===== config.mk =====
export PLATFORM = sky130hd
export DESIGN_NAME = lmc_mem_arbiter
export DESIGN_NICKNAME = d
export VERILOG_FILES = /design/src/rtl/lmc_mem_arbiter.sv
export SDC_FILE = /design/constraint.sdc
export NUM_CORES = 1
export LEC_CHECK = 0
export CAP_MARGIN = 40
export CORE_UTILIZATION = 44
export DETAILED_ROUTE_END_ITERATION = 10
export HOLD_SLACK_MARGIN = 0.06
export PLACE_DENSITY = 0.85
export SETUP_SLACK_MARGIN = 0.15
export SKIP_LAST_GASP = 1
export SYNTH_ARGS = -nofsm -noshare
export SYNTH_HDL_FRONTEND = slang
export SYNTH_SLANG_ARGS = --single-unit

===== constraint.sdc =====
create_clock -name clk -period 3.65 [get_ports clk]
set_clock_uncertainty 0.1 [all_clocks]
set_input_delay 0.365 -clock clk [delete_from_list [all_inputs] [get_ports clk]]
set_output_delay 0.365 -clock clk [all_outputs]
set_load 0.005 [all_outputs]

===== src/rtl/lmc_mem_arbiter.sv =====
// Two-port arbiter/sequencer for the shared LMC mailbox memory (CPU + host loader).
// Optional feature: define LMC_ARB_RR_EN for round-robin on simultaneous requests (default: CPU priority).
module lmc_mem_arbiter #(
  parameter int ADDR_W    = 7,
  parameter int DATA_W    = 11,
  parameter int MEM_DEPTH = 100
) (
  input  logic              clk,
  input  logic              reset_n,
  input  logic              c_req,
  input  logic              c_we,
  input  logic [ADDR_W-1:0] c_addr,
  input  logic [DATA_W-1:0] c_wdata,
  input  logic              h_req,
  input  logic              h_we,
  input  logic [ADDR_W-1:0] h_addr,
  input  logic [DATA_W-1:0] h_wdata,
  input  logic              h_lock,
  output logic              c_gnt,
  output logic              h_gnt,
  output logic              c_rvalid,
  output logic              h_rvalid,
  output logic [DATA_W-1:0] c_rdata,
  output logic [DATA_W-1:0] h_rdata,
  output logic              c_err,
  output logic              h_err,
  output logic              lock_active,
  output logic [ADDR_W-1:0] mem_addr,
  output logic [DATA_W-1:0] mem_data,
  output logic              mem_we,
  input  logic [DATA_W-1:0] mem_out
);

  typedef enum logic {IDLE, RD_WAIT} state_t;

  localparam logic [ADDR_W:0] DEPTH_L = (ADDR_W+1)'(MEM_DEPTH);

  state_t            state, state_nx;
  logic              lock_held;
  logic              rd_host;
  logic              accept;
  logic              sel_we;
  logic [ADDR_W-1:0] sel_addr;
  logic [DATA_W-1:0] sel_wdata;
  logic              in_range;
`ifdef LMC_ARB_RR_EN
  logic              favor_host;
`endif

  assign lock_active = lock_held;

  // NOTE: every always_comb output gets a default first so no path leaves it unassigned (no latch).
  always_comb begin
    c_gnt    = 1'b0;
    h_gnt    = 1'b0;
    state_nx = state;
    if (state == IDLE) begin
      if (lock_held) begin
        h_gnt = h_req;
      end else if (c_req && h_req) begin
`ifdef LMC_ARB_RR_EN
        c_gnt = !favor_host;
        h_gnt = favor_host;
`else
        c_gnt = 1'b1;
`endif
      end else begin
        c_gnt = c_req;
        h_gnt = h_req;
      end
    end
    accept    = c_gnt || h_gnt;
    sel_we    = h_gnt ? h_we    : c_we;
    sel_addr  = h_gnt ? h_addr  : c_addr;
    sel_wdata = h_gnt ? h_wdata : c_wdata;
    in_range  = {1'b0, sel_addr} < DEPTH_L;
    case (state)
      IDLE:    if (accept && in_range && !sel_we) state_nx = RD_WAIT;
      RD_WAIT: state_nx = IDLE;
      default: state_nx = IDLE;
    endcase
  end

  // NOTE: sequential state uses non-blocking assignments only, so all registers see pre-edge values.
  always_ff @(posedge clk or negedge reset_n) begin
    if (!reset_n) state <= IDLE;
    else          state <= state_nx;
  end

  always_ff @(posedge clk or negedge reset_n) begin
    if (!reset_n) begin
      c_rvalid  <= 1'b0;
      h_rvalid  <= 1'b0;
      c_rdata   <= '0;
      h_rdata   <= '0;
      c_err     <= 1'b0;
      h_err     <= 1'b0;
      mem_addr  <= '0;
      mem_data  <= '0;
      mem_we    <= 1'b0;
      lock_held <= 1'b0;
      rd_host   <= 1'b0;
    end else begin
      // Pulses default low; only the branches below raise them for one cycle.
      mem_we   <= 1'b0;
      c_rvalid <= 1'b0;
      h_rvalid <= 1'b0;
      c_err    <= 1'b0;
      h_err    <= 1'b0;

      if (state == RD_WAIT) begin
        if (rd_host) begin
          h_rdata  <= mem_out;
          h_rvalid <= 1'b1;
        end else begin
          c_rdata  <= mem_out;
          c_rvalid <= 1'b1;
        end
      end

      if (accept) begin
        if (in_range) begin
          mem_addr <= sel_addr;
          if (sel_we) begin
            mem_data <= sel_wdata;
            mem_we   <= 1'b1;
          end else begin
            rd_host <= h_gnt;
          end
        end else begin
          // Out-of-range: memory bus untouched, error (and zero read data) returned next cycle.
          if (h_gnt) h_err <= 1'b1;
          else       c_err <= 1'b1;
          if (!sel_we) begin
            if (h_gnt) begin
              h_rvalid <= 1'b1;
              h_rdata  <= '0;
            end else begin
              c_rvalid <= 1'b1;
              c_rdata  <= '0;
            end
          end
        end
      end

      if (state == IDLE) begin
        if (h_gnt)        lock_held <= h_lock;
        else if (!h_lock) lock_held <= 1'b0;
      end
    end
  end

`ifdef LMC_ARB_RR_EN
  always_ff @(posedge clk or negedge reset_n) begin
    if (!reset_n)    favor_host <= 1'b0;
    else if (accept) favor_host <= c_gnt;
  end
`endif

endmodule


==> impl_metrics.json <==
{
  "groute.usage.overall_pct": 20.3,
  "place_ws_ns": 1.06,
  "post_drt_wl_per_cell_um": 13.6,
  "postCtsSetupBuffers": 0,
  "drtPass1Iterations": 4,
  "post_route_minimum_period_ns": 2.51,
  "antenna_left": 0,
  "postSynthAreaPerCell_um2": 11.3,
  "worstSkewPairLatency_ns": 0.30,
  "post-synth-top-count-cell": "dfrtp_1",
  "finalMaxSlewViolations": 0,
  "die_outline_area_mm2": 0.00524,
  "synth-main-ff-cell": "dfrtp_1",
  "synthTopCellsByCount": "48 x dfrtp_1, 47 x nand2_1, 29 x mux2_2",
  "antenna_cells_inserted": 0,
  "rr_worst_depth": 4,
  "synth_seq_area_share_pct": 55.1,
  "cts-buffers-inserted": 5,
  "setup-tns-final_ns": 0,
  "overflow": 0,
  "synth_cell_type_count": 30,
  "starting_density_of_the_core_pct": 45.8,
  "regToRegEndpoint": "mem_data[3]$_DFFE_PN0P_",
  "post_route_cells_drive_above_1_share_pct": 16.2,
  "crit_path_end_kind": "output pin",
  "slew_headroom_pct": 51.0,
  "routed_wirelength_um": 4940,
  "post_synth_inst_count": 192,
  "post_synth_net_total": 246,
  "hpwlAfterDp_um": 3740,
  "power.switching_fraction_pct": 28.6,
  "root_buffer": "clkbuf_8",
  "synth_top_cell_by_area": "dfrtp_1",
  "areaGrowthSynthToFinish_pct": 53.9,
  "synth_largest_type_area_fraction_pct": 55.1,
  "power_density_mw_per_mm2": 615,
  "max_freq_ghz": 0.399,
  "worst_slew_pin_slew_ns": 0.734,
  "vias_in_the_first_global_route": 1782,
  "report.final.setup_viol": 0,
  "post_synth_instance_area_mm2": 0.00218,
  "routed_via_density": 4.91,
  "drt_first_iter_violations": 98,
  "hold_violations": 0,
  "switchingPower_uw": 591,
  "power.clock.fraction_pct": 15.2,
  "setup_ws_ns": 1.14,
  "yosys_register_bits": 48,
  "synth-async-reset-ratio_pct": 100,
  "core-area_mm2": 0.00475,
  "fp-row-count": 25,
  "cts_max_level": 2,
  "maximum_number_of_pins_on_one_net_before_global_route_repair": 39,
  "worstHoldPathType": "in2async",
  "number_of_synthesized_flops_with_an_enable_pin": 0,
  "worst_ir_drop_vdd_mv": 0.349,
  "post_cts_resize_count": 0,
  "cts_max_path_buffers": 2,
  "worstReg2RegStart": "lock_active$_DFFE_PN0P_",
  "antenna_violations_before_repair": 0,
  "seqPwrFrac_pct": 41.9,
  "netlist_top_cells_area": "dfrtp_1 55%, mux2_2 15%, nand2_1 8.1%, a21oi_1 5.1%, mux2_1 1.6%",
  "placement.io_buffers": 101,
  "cts_tree": "built",
  "min_period_over_period_pct": 68.7,
  "outcome": "finished clean",
  "grt_pass1_wl_um": 8160,
  "grt_setup_unrepaired": "no",
  "cell_internal_pwr_mw": 1.47,
  "p_leak_nw": 1.41,
  "clk_transition_reported_paths_ns": 0.09,
  "max-cap-violations": 0,
  "post-route-drc-count": 0,
  "cts_sinks": 48,
  "gp_congestion": 0.754,
  "critical_path_required_ns": 3.18,
  "chipHeight_um": 72.4,
  "die_w_um": 72.4,
  "worst_ep_arrival_time_ns": 2.04,
  "worstSetupStartpointType": "input port",
  "timing.reg2reg.setup_slack_ns": 1.53,
  "pwr-share-comb_pct": 42.9,
  "yosysWarningCount": 0,
  "peak_fanout_along_the_critical_path": 21,
  "final_nets": 349,
  "routed-via-count": 1783,
  "setup.worst_path.class": "in2out",
  "floorplan.io_pins": 102
}
-- final cells by class --
cell class	instances	area, µm²
fill	388	1400
multi-input combinational	132	918
sequential	48	1200
clock inverter	3	18.8
clock buffer	5	68.8
inverter	3	11.3
tap	67	83.8
timing repair buffer	105	1050
-- layer usage --
metal  vias to the layer above  global-route usage [%]  part of all wire (%)
met1                       833                    24.0                    43
met2                        82                    33.9                    48
met4                         0                    8.71                   1.1
met3                         6                    6.67                   7.8
li1                        862                       -                     -
met5                         -                       0                     0
-- how the worst max path moves through the flow --
stage	slack [ns]	to	from	depth (start not counted)
after floorplan	1.85	mem_addr[0]$_DFFE_PN0P_	state$_DFF_PN0_	5
after global placement	1.11	mem_data[4]$_DFFE_PN0P_	c_addr[4]	5
after detailed placement	1.06	mem_data[3]$_DFFE_PN0P_	h_addr[4]	5
after CTS	1.11	h_gnt	h_req	5
after global routing	1.03	h_gnt	h_req	5
final	1.14	h_gnt	h_req	5
-- critical path, stage by stage --
cell	delay, ns
clkdlybuf4s50_1	0.57
nand2b_4	0.08
nand2b_4	0.28
inv_1	0.22
clkdlybuf4s50_1	0.53
-- cells by family after synthesis --
family / count (synthesis) / synth area share (%)
AOI/OAI and AO/OA: 32 / 10.7
and+or+nand+nor: 66 / 14.0
DFF: 48 / 55.1
buffers and inverters: 12 / 2.70
muxes: 34 / 17.5
-- flip-flops by register name, summed over array words and instances, names as in the netlist, 7 cells and up --
register	flops
h_rdata	11
c_rdata	11
mem_data	11
mem_addr	7
-- power by group through the flow --
stage	clock [mW]	combinational, mW	sequential, mW
floorplan	0	0.313	0.887
global placement	0	0.871	0.867
detailed placement	0	0.890	0.877
CTS	0.320	0.894	0.867
global route	0.342	0.965	0.892
finish	0.313	0.885	0.865
-- placed cells by master, fill, tap and decap left out, types with 2 or more instances in the layout --
cell type        count
a21oi_1             22
a2bb2oi_1            2
buf_4                2
clkbuf_8             5
clkdlybuf4s50_1    100
clkinv_2             2
dfrtp_1             48
inv_1                2
mux2_1               3
mux2_2              29
mux2i_1              2
nand2_1             47
nand2b_1             5
nand2b_4             2
nor2_1               3
nor2b_1              2
nor3_1               3
-- repair_timing --
action | CTS | global route
endpoints found under the setup margin | 0 | 0
hold buffers | 1 | 0
endpoints found under the hold margin | 10 | 0
-- through the flow --
step	hold slack, ns	cell area, µm²	util, %	total power, mW	std cells
after floorplan	-0.0306	2180	-	1.20	192
after global placement	0.367	3240	68.1	1.74	353
final	0.380	3350	70.5	2.06	363
after global routing	0.416	3350	70.5	2.20	363
after CTS	0.370	3350	70.5	2.08	363
after detailed placement	0.166	3260	68.5	1.77	354
(Power assumes the default switching activity.)
